==> config.mk <==
export PLATFORM = sky130hd
export DESIGN_NAME = note_scorer
export DESIGN_NICKNAME = d
export VERILOG_FILES = /design/src/rtl/note_scorer.sv
export SDC_FILE = /design/constraint.sdc
export NUM_CORES = 1
export LEC_CHECK = 0
export ABC_AREA = 1
export CELL_PAD_IN_SITES_DETAIL_PLACEMENT = 1
export CELL_PAD_IN_SITES_GLOBAL_PLACEMENT = 1
export CORE_MARGIN = 2
export CORE_UTILIZATION = 33
export CTS_BUF_LIST = sky130_fd_sc_hd__clkbuf_4
export DETAILED_ROUTE_END_ITERATION = 6
export PLACE_DENSITY = 0.77
export SETUP_SLACK_MARGIN = 0.3
export SYNTH_ARGS = -nofsm -noshare
export SYNTH_HDL_FRONTEND = slang
export SYNTH_SLANG_ARGS = --single-unit
==> constraint.sdc <==
create_clock -name clk -period 3.8 [get_ports clk]
set_input_delay 0.57 -clock clk [delete_from_list [all_inputs] [get_ports clk]]
set_output_delay 0.57 -clock clk [all_outputs]
set_load 0.005 [all_outputs]
==> src/rtl/note_scorer.sv <==
// note_scorer: judges the head note of the loader's look-ahead window on every
// tempo beat against the detected pitch and keeps score, streak, multiplier
// and hit/miss tallies. Freezes once the end-of-song code reaches the head.
module note_scorer #(
  parameter logic [7:0]  POINTS_PER_HIT = 8'd10,
  parameter logic [25:0] HOLD_MIN       = 26'd1_000_000,
  parameter int unsigned STREAK_STEP    = 8
) (
  input  logic        clk,
  input  logic        reset,
  input  logic [25:0] tempo,
  input  logic [63:0] next_notes,
  input  logic [3:0]  detected_note,
  input  logic        detected_valid,
  output logic [15:0] score,
  output logic [7:0]  streak,
  output logic [2:0]  multiplier,
  output logic [7:0]  hits,
  output logic [7:0]  misses,
  output logic        hit_pulse,
  output logic        miss_pulse,
  output logic        song_done
);

  localparam int unsigned CNT_W   = 26;
  localparam int unsigned SCORE_W = 16;
  localparam logic [3:0]  NOTE_REST = 4'd0;
  localparam logic [3:0]  NOTE_END  = 4'd15;
  localparam logic [7:0]  STEP_W    = 8'(STREAK_STEP);

  typedef enum logic {PLAYING, DONE} state_t;

  state_t             state, state_n;
  logic [CNT_W-1:0]   beat_cnt, beat_cnt_n;
  logic [CNT_W-1:0]   run, run_n;
  logic               held, held_n;
  logic [SCORE_W-1:0] score_n;
  logic [7:0]         streak_n, hits_n, misses_n;
  logic [2:0]         mult_n;
  logic               hit_pulse_n, miss_pulse_n, song_done_n;

  // Only the head nibble is judged; the rest of the window is look-ahead.
  logic [3:0] head;
  logic       unused_window;
  assign head          = next_notes[3:0];
  assign unused_window = ^next_notes[63:4];

  // Per-cycle match, beat and hold qualification.
  logic             note_pitch, match, beat, held_now;
  logic [CNT_W-1:0] run_inc, run_adv;
  assign note_pitch = (head != NOTE_REST) && (head != NOTE_END);
  assign match      = detected_valid && (detected_note == head) && note_pitch;
  assign beat       = (beat_cnt >= tempo);
  assign run_inc    = (run == HOLD_MIN) ? run : run + 26'd1;
  assign run_adv    = match ? run_inc : '0;
  // A match on the beat cycle itself may complete the hold.
  assign held_now   = held || (run_adv == HOLD_MIN);

  // Saturating tallies and the multiplier/score for a hit.
  logic [7:0]         streak_inc, hits_inc, misses_inc, mult_div;
  logic [2:0]         mult_hit;
  logic [10:0]        points;
  logic [SCORE_W:0]   score_sum;
  logic [SCORE_W-1:0] score_hit;
  assign streak_inc = (streak == 8'hFF) ? streak : streak + 8'd1;
  assign hits_inc   = (hits   == 8'hFF) ? hits   : hits   + 8'd1;
  assign misses_inc = (misses == 8'hFF) ? misses : misses + 8'd1;
  assign mult_div   = streak_inc / STEP_W;
  assign mult_hit   = (mult_div > 8'd3) ? 3'd4 : 3'(mult_div[1:0]) + 3'd1;
  assign points     = 11'(POINTS_PER_HIT) * 11'(mult_hit);
  assign score_sum  = 17'(score) + 17'(points);
  assign score_hit  = score_sum[SCORE_W] ? 16'hFFFF : score_sum[SCORE_W-1:0];

  // Next-state and next-output logic.
  always_comb begin
    state_n      = state;
    beat_cnt_n   = beat_cnt;
    run_n        = run;
    held_n       = held;
    score_n      = score;
    streak_n     = streak;
    mult_n       = multiplier;
    hits_n       = hits;
    misses_n     = misses;
    hit_pulse_n  = 1'b0;
    miss_pulse_n = 1'b0;
    song_done_n  = song_done;
    case (state)
      PLAYING: begin
        run_n  = run_adv;
        held_n = held_now;
        if (beat) begin
          beat_cnt_n = '0;
          run_n      = '0;
          held_n     = 1'b0;
          if (head == NOTE_END) begin
            state_n     = DONE;
            song_done_n = 1'b1;
          end else if (head != NOTE_REST) begin
            if (held_now) begin
              streak_n    = streak_inc;
              mult_n      = mult_hit;
              score_n     = score_hit;
              hits_n      = hits_inc;
              hit_pulse_n = 1'b1;
            end else begin
              streak_n     = '0;
              mult_n       = 3'd1;
              misses_n     = misses_inc;
              miss_pulse_n = 1'b1;
            end
          end
        end else begin
          beat_cnt_n = beat_cnt + 26'd1;
        end
      end
      DONE: begin
        song_done_n = 1'b1;
      end
      default: begin
        state_n = PLAYING;
      end
    endcase
  end

  // State and output registers.
  always_ff @(posedge clk) begin
    if (reset) begin
      state      <= PLAYING;
      beat_cnt   <= '0;
      run        <= '0;
      held       <= 1'b0;
      score      <= '0;
      streak     <= '0;
      multiplier <= 3'd1;
      hits       <= '0;
      misses     <= '0;
      hit_pulse  <= 1'b0;
      miss_pulse <= 1'b0;
      song_done  <= 1'b0;
    end else begin
      state      <= state_n;
      beat_cnt   <= beat_cnt_n;
      run        <= run_n;
      held       <= held_n;
      score      <= score_n;
      streak     <= streak_n;
      multiplier <= mult_n;
      hits       <= hits_n;
      misses     <= misses_n;
      hit_pulse  <= hit_pulse_n;
      miss_pulse <= miss_pulse_n;
      song_done  <= song_done_n;
    end
  end

endmodule

Yosys cells after proc, flatten, opt, wreduce, memory -nomap -nowiden:

Cells that the tools add are included.

* input port bits: 97
* word-level logic and storage cells: 71
* register bits after elaboration: 100
* output and inout bits: 46

* $add $sub $neg: 7
* mux-type cells: 18
* $mul: 1
* order comparisons: 2
* bitwise logic cells: 7
* reduce and logical (&&, ||, !) cells: 12
* eq/ne operators: 11

Operators with widths (number)
* $mux W26: 4
* $add A26 B1 Y26 const B: 2
* $eq A26 B20 Y1 const B: 2
* $ge A26 B26 Y1: 1
* $add A8 B1 Y8 const B: 3
* $eq A8 B8 Y1 const B: 3
* $add A16 B7 Y17: 1
* $mux W16: 1
* $mux W8: 2
* $reduce_and A6 Y1: 2
* $reduce_and A5 Y1: 2
* $mux W1: 8
* $not A1 Y1: 7
* $mul A3 B3 Y6 const A: 1
* $mux W3: 2
* $ne A2 B2 Y1 const B: 3
* $gt A5 B2 Y1 const B: 1
* $reduce_or A5 Y1: 1
* $eq A4 B4 Y1: 1
* $eq A4 B4 Y1 const B: 1
* $ne A4 B4 Y1 const B: 1
* $reduce_and A4 Y1: 1
* $reduce_bool A4 Y1: 1
* $add A2 B1 Y3 const B: 1
* 4 further kinds: 6

Depth between registers and ports, before layout:

Gate-level depths: netlist of run 1.

* depth in word-level cells: 8
* gate-level depth with buffers: 28
* mapped depth without buffers: 27

Worst setup path before layout of run 1:

No wires, ideal clock.

* path kind: reg-to-reg
* start: register streak[0]
* end: register score[11]
* cell stages (with the launch flop): 27
* buffers on the path: 1
* clock period less this slack: 3.748 ns
* slack: 0.052 ns
* data arrival time: 3.616 ns
* library setup time: 0.132 ns
* data required time: 3.668 ns
* path through: dfxtp_1 ha_1 nand2_1 inv_1 nand3_1 nor3_1 nor3_1 xor2_1 ha_1 nor2_1 a21oi_1 nand2_1 ha_1 ha_1 ha_1 ha_1 nand2_1 nand2_1 nand2_1 nand2_1 nand2_1 inv_1 nand4_1 clkbuf_1 nand3_1 nand3_1 a21oi_1

* longest elaborated chain between the ends: 7
* elaborated cells on any way between the ends: 9
* those cells by class: add/sub: 3; mul: 1; order compare: 1; eq/ne: 1; mux: 3

Ends and longest elaborated chain
* from (decl): RTL line 16 `output logic [7:0] streak,`
* from (signal assigned): RTL line 147 `streak <= streak_n;`
* $add A8 B1 Y8 or $eq A8 B8 Y1 (tied branches): RTL line 65 `assign streak_inc = (streak == 8'hFF) ? streak : streak + 8'd1;`
* $mux W8 *: RTL line 65
* $gt A5 B2 Y1 or $add A2 B1 Y3 (tied branches): RTL line 69 `assign mult_hit = (mult_div > 8'd3) ? 3'd4 : 3'(mult_div[1:0]) + 3'd1;`
* $mux W3 *: RTL line 69
* $mul A3 B3 Y6 *: RTL line 70 `assign points = 11'(POINTS_PER_HIT) * 11'(mult_hit);`
* $add A16 B7 Y17 *: RTL line 71 `assign score_sum = 17'(score) + 17'(points);`
* $mux W16 *: RTL line 72 `assign score_hit = score_sum[SCORE_W] ? 16'hFFFF : score_sum[SCORE_W-1:0];`
* to (signal assigned): RTL line 146 `score <= score_n;`
* to (decl): RTL line 15 `output logic [15:0] score,`

Every way passes the cells marked *; elsewhere a longest branch is shown, timed or not. The select of a mux whose other input is x is not followed.
A chain may end at the register's enable or synchronous reset.

Worst setup path in the final report of run 1:

* start: register streak[0]
* end: register score[13]

Same word-level chain as after synthesis.

==> metrics, run 1 <==
status finished clean; Switching Share 26.1%; Finished Core Util 42.9%; worst slack, placed -107 ps; Mapped Area 6910 sq um; FMAX 267 MHz; CTS Hold Bufs 0; Int Pwr 1330 uW; Worst Path Required 4250 ps; Compound-Gate Fraction of Synth Area 9.24%; # port buffers 82; critical path arrival 4190 ps; Synth cell types 44; hold crit path type flop to flop; clock root buffer clkbuf_4; Synth Area in Adders 7.90%; sequential area share after synthesis 29.0%; Die Height 149 um; Buf+Inv Stages, Crit Path 6; initial antenna violation count 1; Final Hold Vio Count 0; startpoint types flop; Clock Pin Slew Worst Setup and Hold Paths 170 ps; CTS H-tree lvls 3; unrepaired setup endpoints after global routing yes; io pins 143; final setup margin 59.4 ps; residual DRC count 0; vias in the first global route 7482; Cell Count Post-Placement 1422; wire length per cell 14.8 um; commonest non-fill, non-tap cell in the layout nand2_1; Die X 149 um; Clock Latency Late Sink 510 ps; TritonCTS Sinks 100; Worst-Margin Slew 995 ps; CTS Buf Count 9; power per cell area 205 nW/um^2; Fill cells 2633; Antenna Nets Post-Route 0; mux cell area share after synthesis 0%; Area after DPL 8190 sq um; most frequent cells in the layout nand2_1, nor2_1, inv_1; FF+latch count, synth 100; hpwl dp 16200 um; initial core utilization 33.9%; core area 20400 sq um; syn nets 1218; first-pass GRT wire length 35900 um; total congestion overflow 0; Fin Clk Skew 25.9 ps; post-synthesis simple-gate area fraction 39.7%; fin. max-slew vios 0; average footprint of a synthesized cell 6.41 sq um; layout cells sized above 1 14.0%; cell mode on critical path ha_4; combinational fraction of design power 6.8%; max cap viols 0; 1st-iter DRT viols 282; Storage cell area 2010 sq um; Final Cell Area 8740 sq um; crit-path max FO 6; largest net degree at the start of global routing 59; Tmin final 3740 ps; synth warn 0; Multi-input gate area 4600 sq um; Nets 1324; Clock Path Buffers 2; CTS tree done; Synth Area in XOR/XNOR 5.05%; Post-Synthesis Cells 1078; drt pass-1 iters 4; Non-Filler Instances 1460; # rows 52; final setup violation count 0; kind of critical path flop to flop; largest family of logic cells by synthesized area simple AND/OR/NAND/NOR gates; CP peak stage delay 390 ps; CP Capture Type flop; Clk network pwr share 34.4%; area grow syn2layout 26.6%; switching power 469 uW; die area 22100 sq um; Vias 7272; LEAKAGE 0.00355 uW; Worst VDD drop 0.115 mV; Placer Congestion 0.869; Vias per Instance 4.98; Seq pwr share 58.8%; final wirelength 21600 um; critical path's top delay family adder cells; Tcrit/Tclk final 98.4%; slowest cell on the critical path dfxtp_2; max_slew headroom 33.4%; GRT Total Usage 19.9%
==> power by group through the flow <==
stage                     sequential [uW]  clock [uW]  combinational (uW)
final                                1060         618                 122
after floorplan                      1080           0                61.4
after global placement               1080           0                 118
after global routing                 1060         676                 139
after CTS                            1060         629                 124
after detailed placement             1080           0                 122
==> Yosys cell counts, drive strengths merged <==
library cell	instances	share of area [%]
clkinv	2	0.18
nor4	12	1.1
a21o	1	0.11
nand4	24	2.3
o21bai	2	0.22
a21oi	76	5.6
o21ai	22	1.6
or4	1	0.11
nor2	149	9.0
a2bb2oi	4	0.51
a211oi	4	0.43
fa	1	0.29
and2	4	0.36
nand3	111	8.0
dfxtp	100	29
o31ai	5	0.54
nor3	11	0.87
xor2	27	3.5
clkbuf	19	1.0
buf	10	1.0
or2	7	0.63
inv	127	6.9
ha	42	7.6
o22ai	3	0.27
nand3b	3	0.33
xnor2	12	1.5
and3	2	0.18
nand2	297	17
==> worst register-to-register path: cells and delay by family (launching register included) <==
family,cells,cell delay [ps]
AO/OA/AOI/OAI,1,150
XOR/XNOR,1,180
adder cells (fa/ha/maj),6,1200
buffers and inverters,6,670
flip-flops,1,390
AND/OR/NAND/NOR,13,1090
==> final timing paths <==
kind | cells after the start | from | slack (ps) | end
worst max-delay path | 27 | streak[0] | 60 | score[13]
worst min-delay path | 2 | score[0] | 470 | score[0]
worst max register to register | 27 | streak[0] | 60 | score[13]
worst min register to register | 2 | score[0] | 470 | score[0]
==> repair_timing <==
action                                  CTS  global route
buffers inserted                         15             6
pin swaps                                34            33
endpoints found under the setup margin   16            16
gates resized for setup                  44            29
==> kinds of logic after synthesis <==
kind of cell               count (synthesis)
and+or+nand+nor                          621
DFF                                      100
buffers and inverters                    158
xor gates and xnor gates                  39
adders and majority gates                 43
AOI/OAI and AO/OA                        117
==> per-stage QoR <==
stage	power, uW	setup TNS, ps	hold WS, ps
5_1_grt	1870	-623	502
3_5_place_dp	1200	-1060	447
3_3_place_gp	1200	0	442
6_report	1800	0	466
2_1_floorplan	1140	0	447
4_1_cts	1810	0	469
==> metal layers <==
layer	share of wire (%)	GRT usage, %	wire (um)	vias up
met4	2.0	6.00	440	0
met1	46	25.3	9940	3447
li1	-	-	-	3695
met3	3.0	2.36	639	29
met5	0	0	0	-
met2	49	35.1	10600	101
==> area by class of cell <==
class	instances	share of cell area [%]
diodes	1	0.0286
clock buffers	11	0.944
clock inverters	5	0.687
inverters	129	5.65
multi-input cells	820	52.6
flip-flops and latches	100	23.0
well taps	270	3.86
repair buffers	124	13.3
==> registers in the layout (all words and copies together) (netlist names), 3 cells and up <==
name,flops
beat_cnt,26
hits,8
misses,8
multiplier,3
run,26
score,16
streak,8
(Power assumes the default switching activity.)
==> inputs of run 2 (changes only) <==
--- a/config.mk
+++ b/config.mk
@@ -12,6 +12,7 @@
 export CORE_UTILIZATION = 33
 export CTS_BUF_LIST = sky130_fd_sc_hd__clkbuf_4
 export DETAILED_ROUTE_END_ITERATION = 6
+export GPL_TIMING_DRIVEN = 0
 export PLACE_DENSITY = 0.77
 export SETUP_SLACK_MARGIN = 0.3
 export SYNTH_ARGS = -nofsm -noshare
==> run 2 against run 1 <==
Effect of this change:
- clock skew grew 1.3 ps
- register-to-register slack lost 70 ps
- critical path depth shrank 2
- flip-flop and latch count is the same
- fmax shrank 1.7%
- wire length grew 8.3%
- highest routed layer unchanged
- the run now ends with setup timing left
==> metrics, run 2 (synthesis results as in run 1) <==
critical path arrival 4250 ps (+60 ps); most frequent cells in the layout nand2_1, nor2_1, inv_1; die area 22100 sq um (unchanged); initial core utilization 33.9% (unchanged); Clock Latency Late Sink 490 ps (-20 ps); CTS Buf Count 9 (unchanged); wire length per cell 15.9 um (+7.4%); hold crit path type flop to flop; CTS H-tree lvls 3 (unchanged); Antenna Nets Post-Route 0 (unchanged); GRT Total Usage 20.9% (+1.1 points); io pins 143 (unchanged); violated checks setup timing; Clock Pin Slew Worst Setup and Hold Paths 170 ps (about the same); Worst R2R Path Depth 25 (-7.4%); r2r setup slk -7 ps (-70 ps); CP Capture Type flop; Clock Path Buffers 2 (unchanged); power after layout 1770 uW (-1.1%); residual DRC count 0 (unchanged); total congestion overflow 0 (unchanged); final setup margin -7.25 ps (-66.6 ps); Tcrit/Tclk final 100% (+1.8 points); Largest regs beat_cnt (26), run (26), score (16); area grow syn2layout 27.4%; Vias 7407 (+1.9%); clock root buffer clkbuf_4; Worst Path Required 4240 ps (about the same); worst slack, placed -248 ps (-141 ps); status finished with violations; # port buffers 81 (-1.2%); Vias per Instance 5.03 (+0.96%); FMAX 263 MHz (-1.7%); vias in the first global route 7641 (+2.1%); CTS Hold Bufs 0 (unchanged); Fin Clk Skew 27.2 ps (+1.34 ps); TritonCTS Sinks 100 (unchanged); core area 20400 sq um (unchanged); Reg-to-Reg End score[14]; max_slew headroom 47.3% (+14 points); r2r startpoint streak[0]; Worst-Margin Slew 790 ps (-205 ps); LEAKAGE 0.00356 uW (about the same); power per cell area 202 nW/um^2 (-1.7%); final wirelength 23400 um (+8.3%); max cap viols 0 (unchanged); commonest non-fill, non-tap cell in the layout nand2_1; crit-path max FO 5 (-1); hpwl dp 17400 um (+7.8%); unrepaired setup endpoints after global routing yes; Hold Path Origin score[0]; drt pass-1 iters 4 (unchanged); Worst VDD drop 0.210 mV (+83%); Nets 1338 (+1.1%); final setup violation count 1 (+1); layout cells sized above 1 13.7% (-0.23 points); CTS tree done; Die Height 149 um (unchanged); startpoint types flop; Placer Congestion 0.893 (+2.8%); Worst Hold End score[0]; 1st-iter DRT viols 356 (+26%); Tmin final 3810 ps (+66.6 ps); largest net degree at the start of global routing 17 (-71%); Die X 149 um (unchanged); Final Hold Vio Count 0 (unchanged); Crit. Startpoint streak[0]; # rows 52 (unchanged); kind of critical path flop to flop; fin. max-slew vios 0 (unchanged); first-pass GRT wire length 37400 um (+4.3%); initial antenna violation count 1 (unchanged); Hold Path Depth 2 (unchanged)
[run 2: cell types whose count changed in the layout (fill, tap and decap cells not counted), sizes merged]
cell | before | now
buf | 43 | 38
clkbuf | 11 | 28
clkinvlp | 1 | 0
clkinv | 4 | 6
[run 2: layout make-up]
type / instances / area [sq um]
tap: 270 / 338
sequential: 100 / 2020
clock inverter: 6 / 63.8
buffer: 29 / 154
antenna: 1 / 2.50
multi-input combinational: 820 / 4630
fill: 2668 / 11600
inverter: 129 / 494
clock buffer: 9 / 67.6
timing repair buffer: 109 / 1030
[run 2: critical path: stages, from the launching register on]
cell and delay, ps:
dfxtp_4 400, ha_4 140, nand2_4 60, inv_4 70, nand3_4 70, nor3_4 200
nor3_2 80, xor2_1 220, ha_2 230, nor2_2 40, a21oi_2 140, nand2_2 90
ha_4 170, ha_4 160, ha_4 220, ha_4 290, nand2_2 60, nor2_2 100
nand3_1 120, nand2_2 140, buf_4 110, nand3_2 60, or2_4 270, nand3_4 70
nand3_2 80, a21oi_2 140
[run 2: metrics by stage]
step	util (%)	hold WS, ps	std cells	setup TNS, ps	cell area (sq um)
2_1_floorplan	-	447	1078	0	7010
3_3_place_gp	40.1	442	1429	-1160	8160
3_5_place_dp	40.1	443	1429	-2800	8160
4_1_cts	42.2	467	1464	0	8600
5_1_grt	43.2	491	1473	-1730	8800
6_report	43.2	464	1473	-7.25	8800
[run 2: worst max-delay path by stage]
stage / slack [ps] / endpoint
floorplan: 300 / score[10]
global placement: -130 / score[11]
detailed placement: -250 / score[11]
CTS: 150 / score[9]
global route: -190 / score[13]
finish: -7 / score[14]
[run 2: timing repair]
action | 4_1_cts | 5_1_grt
endpoints found under the setup margin | 16 | 17
gates cloned | 1 | 0
pin swaps | 31 | 31
gates resized for setup | 45 | 37
setup buffers | 19 | 8
[run 2: per-layer routing]
layer  up-vias  share of wire, %  GRT usage, %
li1       3725                 -             -
met1      3538                46          26.2
met2       114                49          37.7
met3        30               2.9          2.30
met4         0               1.9          6.48
met5         -                 0             0
[run 2: report_power, final]
group	internal (uW)	switching [uW]	leakage [uW]
clock network	198	397	0.0000714
logic	55.6	69.9	0.00268
registers	1050	3.78	0.000809
total	1300	471	0.00356
==> inputs of run 3 (changes only) <==
--- a/config.mk
+++ b/config.mk
@@ -13,7 +13,7 @@
 export CTS_BUF_LIST = sky130_fd_sc_hd__clkbuf_4
 export DETAILED_ROUTE_END_ITERATION = 6
 export GPL_TIMING_DRIVEN = 0
-export PLACE_DENSITY = 0.77
+export PLACE_DENSITY_LB_ADDON = 0.1
 export SETUP_SLACK_MARGIN = 0.3
 export SYNTH_ARGS = -nofsm -noshare
 export SYNTH_HDL_FRONTEND = slang
==> run 3 against run 2 <==
Effect of this change:
- the flow now finishes without violations
- fmax grew 3.2%
- global-route usage is essentially flat
- clock skew decreased by 1.9 ps
- total power grew 0.94%
- via count is 1.6% lower
- sequential power hardly changed
- non-clock buffer count decreased by 3
- clock power increased by 3%
- largest cell class unchanged
- largest power group unchanged
==> metrics, run 3 (synthesis results as in run 1) <==
status finished clean; Vias 7289 (-1.6%); combinational fraction of design power 7.0% (about the same); most frequent cells in the layout nand2_1, nor2_1, inv_1; fin. max-slew vios 0 (unchanged); Worst VDD drop 0.155 mV (-26%); Buf+Inv Stages, Crit Path 3 (+1); final setup violation count 0 (-1); wire length per cell 15.4 um (-3.3%); Switching Share 26.6% (+0.090 points); Tcrit/Tclk final 97.1% (-3.1 points); Antenna Nets Post-Route 0 (unchanged); initial core utilization 33.9% (unchanged); crit-path max FO 5 (unchanged); layout cells sized above 1 13.3% (-0.47 points); Hold Path Depth 2 (unchanged); Worst Hold End score[0]; Clock Latency Late Sink 490 ps (about the same); Storage cell area 2010 sq um (-0.12%); critical path's top delay family adder cells; Worst R2R Path Depth 26 (+4.0%); Cell Count Post-Placement 1429 (unchanged); Vias per Instance 4.96 (-1.4%); Reg-to-Reg End score[11]; Clock Pin Slew Worst Setup and Hold Paths 170 ps (about the same); initial antenna violation count 1 (unchanged); Largest regs beat_cnt (26), run (26), score (16); kind of critical path flop to flop; final setup margin 111 ps (+119 ps); max cap viols 0 (unchanged); Non-Filler Instances 1470 (-0.20%); Worst Path Required 4240 ps (about the same); drt pass-1 iters 4 (unchanged); total congestion overflow 0 (unchanged); 1st-iter DRT viols 242 (-32%); TritonCTS Sinks 100 (unchanged); unrepaired setup endpoints after global routing yes; Fill cells 2685 (+0.64%); worst slack, placed -269 ps (-20.9 ps); hpwl dp 17500 um (+0.34%); Worst-Margin Slew 1000 ps (+212 ps); area grow syn2layout 26.4%; CTS tree done; Int Pwr 1310 uW (+0.82%); residual DRC count 0 (unchanged); Seq pwr share 58.8% (-0.6 points); clock root buffer clkbuf_4; critical path arrival 4130 ps (-120 ps); CTS H-tree lvls 3 (unchanged); CTS Buf Count 9 (unchanged); core area 20400 sq um (unchanged); Clk network pwr share 34.1% (+0.6 points); Tmin final 3690 ps (-119 ps); # rows 52 (unchanged); r2r startpoint streak[1]; power per cell area 205 nW/um^2 (+1.7%); Fin Clk Skew 25.4 ps (-1.88 ps); GRT Total Usage 21.0% (+0.031 points); first-pass GRT wire length 36900 um (-1.4%); Die X 149 um (unchanged); final wirelength 22600 um (-3.5%); CTS Hold Bufs 0 (unchanged); hold crit path type flop to flop; vias in the first global route 7258 (-5.0%); Placer Congestion 0.855 (-4.3%); Nets 1335 (-0.22%); CP peak stage delay 390 ps (about the same); FMAX 271 MHz (+3.2%); Clock Path Buffers 2 (unchanged); Die Height 149 um (unchanged); # port buffers 81 (unchanged); largest net degree at the start of global routing 17 (unchanged); io pins 143 (unchanged); max_slew headroom 33.2% (-14 points); CP Capture Type flop; Finished Core Util 42.9% (-0.32 points); power after layout 1790 uW (+0.94%); LEAKAGE 0.00351 uW (-1.2%); Multi-input gate area 4590 sq um (-0.89%); die area 22100 sq um (unchanged); startpoint types flop; slowest cell on the critical path dfxtp_4; r2r setup slk 110 ps (+120 ps); Hold Path Origin score[0]; commonest non-fill, non-tap cell in the layout nand2_1; Final Hold Vio Count 0 (unchanged); switching power 477 uW (+1.3%)
==> run 3: how the worst max path moves through the flow <==
stage                         start        end  slack, ps  depth (start not counted)
after global placement    streak[0]  score[11]       -180                         27
after detailed placement  streak[0]  score[11]       -270                         28
final                     streak[1]  score[11]        110                         26
after global routing      streak[0]  score[14]       -100                         24
after CTS                 streak[1]   score[9]        130                         26
after floorplan           streak[0]  score[10]        300                         26
==> run 3: timing repair <==
action                     4_1_cts  5_1_grt
buffers inserted                17        7
resized for setup               40       34
setup endpoints to repair       16       20
cloned                           1        0
pin swaps                       23       33
==> run 3: cell type report <==
cell class,instances,share of cell area [%]
timing repair buffer,106,11.5
clock inverter,5,0.702
sequential,100,23.1
antenna,1,0.0287
inverter,129,5.66
multi-input combinational,820,52.6
clock buffer,10,0.860
tap,270,3.87
buffer,29,1.75
==> run 3: power groups by stage <==
stage          sequential [uW]  combinational (uW)  clock (uW)
2_1_floorplan             1080                61.4           0
3_3_place_gp              1080                 125           0
3_5_place_dp              1080                 127           0
4_1_cts                   1050                 128         642
5_1_grt                   1060                 142         681
6_report                  1050                 126         611
==> run 3: worst register-to-register path, cell delays in order (launching register included) <==
cell      delay [ps]
dfxtp_4          390
ha_4             170
nand2_4           70
inv_4             40
nand3_4           60
nor3_4            50
nor3_2           190
xor2_1           230
ha_2             230
nor2_2            50
a21oi_2          160
nand2_2          100
ha_4             170
ha_4             150
ha_4             220
ha_4             280
nand2_2           60
nand2_2           70
nand2_2           70
nand2_4           80
nand2_2           60
inv_2             80
nand4_1          170
clkbuf_8         240
nand3_2           50
nand3_1           80
a21oi_2          130
==> run 3: per-stage QoR <==
| stage | TNS, ps | cell area [sq um] | hold WS (ps) |
|---|---|---|---|
| after floorplan | 0 | 7010 | 447 |
| after global placement | -1920 | 8160 | 444 |
| after detailed placement | -3310 | 8160 | 440 |
| after CTS | 0 | 8560 | 463 |
| after global routing | -653 | 8730 | 503 |
| final | 0 | 8730 | 459 |
==> run 3: layer usage <==
| layer | global-route usage [%] | routed length (um) | vias up |
|---|---|---|---|
| li1 | - | - | 3728 |
| met1 | 27.2 | 10700 | 3435 |
| met2 | 36.8 | 10800 | 104 |
| met3 | 2.36 | 762 | 22 |
| met4 | 5.86 | 355 | 0 |
| met5 | 0 | 0 | - |
==> variant: new RTL, flow settings as in run 2 <==
The localparam `CNT_W` goes from 26 to 34.
--- a/src/rtl/note_scorer.sv
+++ b/src/rtl/note_scorer.sv
@@ -23,5 +23,5 @@
 );
 
-  localparam int unsigned CNT_W   = 26;
+  localparam int unsigned CNT_W   = 34;
   localparam int unsigned SCORE_W = 16;
   localparam logic [3:0]  NOTE_REST = 4'd0;
Check against the original RTL: same outputs for any inputs over 4 cycles, from zero or initial values and one cycle with reset high; that may be too few to reach the edited logic, so the function may still have changed.
==> variant against run 2 <==
Critical path type unchanged. Sequential power is 16% higher. Largest power group unchanged. Highest routed layer unchanged. Synthesized cell count rose by 16%. Area after synthesis up 16%. Design area up 18%. Critical endpoint is now score[6]. The flow still finishes with violations (setup timing). Sequential cell count grew 16. Setup slack got worse by 0.16 ns. Critical path depth rose by 3. Cell count is 18% higher. Routed wire length up 26%. Power up 38%.
==> variant: results (changes against run 2) <==
run_status:
  status: "complete, but fails checks"
  failed_checks: "setup timing"
logic_synthesis:
  syn_nets: 1391  # +14%
  synthTopCellsByCount: "346 x nand2_1, 165 x nor2_1, 137 x inv_1"
  yosys-top-cells-area: "dfxtp_1 29%, nand2_1 16%, nor2_1 7.7%"
  synth_cell_types: 47  # +6.8%
  ys_warn_count: 0  # unchanged
  seq_area_frac_synth_pct: 28.9  # -0.11 points
global_routing:
  grt_pass1_wl_um: 47000  # +26%
  track_usage_pct: 22.8  # +1.8 points
  grt_pass1_vias: 9101  # +19%
layout:
  top_regs: "beat_cnt (34), run (34), score (16)"
  n_fill_cell: 3166  # +19%
  post_route_cells_drive_above_1_share_pct: 15.8  # +2.1 points
  final_nets: 1533  # +15%
  area_growth_pct: 28.7
routing:
  wl_per_cell_um: 17.0  # +7.1%
  drt-vias-per-instance: 5.06  # +0.64%
  first_iter_violations: 419  # +18%
  firstDrtPassIters: 6  # +2
sta:
  setup_tns_ns: -1.91  # -1.90 ns
  finClkSkew_ns: 0.0253  # -0.00190 ns
  relSlewSlack_pct: 40.1  # -7.2 points
  setup_viol: 15  # +14
  worst_slack_ns: -0.166  # -0.158 ns
cts:
  insertion_delay_ns: 0.58  # +0.09 ns
  path_clk_slew_ns: 0.12  # -0.05 ns
  root_buffer: "clkbuf_4"
  htreeDepth: 4  # +1
  cts.path.max_buffers: 2  # unchanged
  numCtsBuffers: 17  # +8
placed_design:
  hpwl_um: 21500  # +24%
  postPlaceCellArea_sq_um: 9420  # +15%
  place_congestion: 0.921  # +3.1%
power_and_ir_drop:
  p_leak_nw: 4.28  # +20%
  irDropWorstVdd_uv: 161  # -23%
setup_path:
  critical_path.max_fanout: 6  # +1
variant: cell count changes after synthesis, moves of 8 or more:
cell / change
a21oi_1: -11
a21oi_2: +8
dfxtp_1: +16
inv_1: +13
nand2_1: +59
nand3_2: +9
nand4_1: +8
nor2_1: +32
nor3_1: +15
o21ai_0: +11
variant: where the power goes:
group          total [mW]  leakage, nW  internal, mW  switching, mW
registers            1.22        0.939          1.22        0.00428
logic               0.137         3.18        0.0561         0.0805
clock network        1.09        0.167         0.535          0.555
variant: kinds of logic (layout without fill, tap and decap cells):
group	Yosys count	in the layout	share of synthesized area, %
xor+xnor	38	38	4.14
simple gates	746	746	42.0
buf+inv	182	337	9.01
flops	116	116	28.9
fa+ha+maj	43	43	6.78
compound gates	126	126	9.16
other cells	0	1	0
variant: metrics by stage:
step           setup WS [ns]  cells  hold WS [ns]
2_1_floorplan         0.0559   1251         0.414
3_3_place_gp          -0.387   1656         0.423
3_5_place_dp          -0.511   1656         0.432
4_1_cts               0.0960   1720         0.438
5_1_grt               -0.429   1731         0.474
6_report              -0.166   1731         0.445
variant: final cells by class:
type / count / area share [%]
diodes: 1 / 0.0242
plain buffers: 35 / 1.89
clock buffers: 19 / 1.38
clock inverters: 13 / 1.77
inverters: 147 / 5.33
multi-input cells: 953 / 52.0
flip-flops and latches: 116 / 22.6
well taps: 324 / 3.92
repair buffers: 123 / 11.1
variant: worst max-delay path: cells and delay by family (launching register included):
kind	cells	cell delay, ns
AND/OR/NAND/NOR	16	1.50
AO/OA/AOI/OAI	3	0.55
XOR/XNOR	1	0.14
buffers and inverters	4	0.43
adder cells (fa/ha/maj)	4	0.85
flip-flops	1	0.39
variant: metal layers:
metal / vias up / GRT usage [%] / wire, um / part of all wire, %
met2: 200 / 38.7 / 14100 / 48
met1: 4188 / 29.5 / 13600 / 46
met3: 38 / 4.00 / 1270 / 4.3
met4: 0 / 6.67 / 512 / 1.7
met5: - / 0 / 0 / 0
li1: 4334 / - / - / -
variant: timing repair:
item,CTS,global route
pin swaps,36,23
setup endpoints to repair,16,27
gates resized for setup,53,17
setup buffers,31,10
gates cloned,1,0
variant: path summary, 6_finish.rpt:
check | depth (start not counted) | slack [ns] | from | endpoint
hold / removal | 2 | 0.44 | beat_cnt[33] | beat_cnt[33]
hold reg to reg | 2 | 0.44 | beat_cnt[33] | beat_cnt[33]
setup / recovery | 28 | -0.17 | streak[0] | score[6]
setup reg to reg | 28 | -0.17 | streak[0] | score[6]
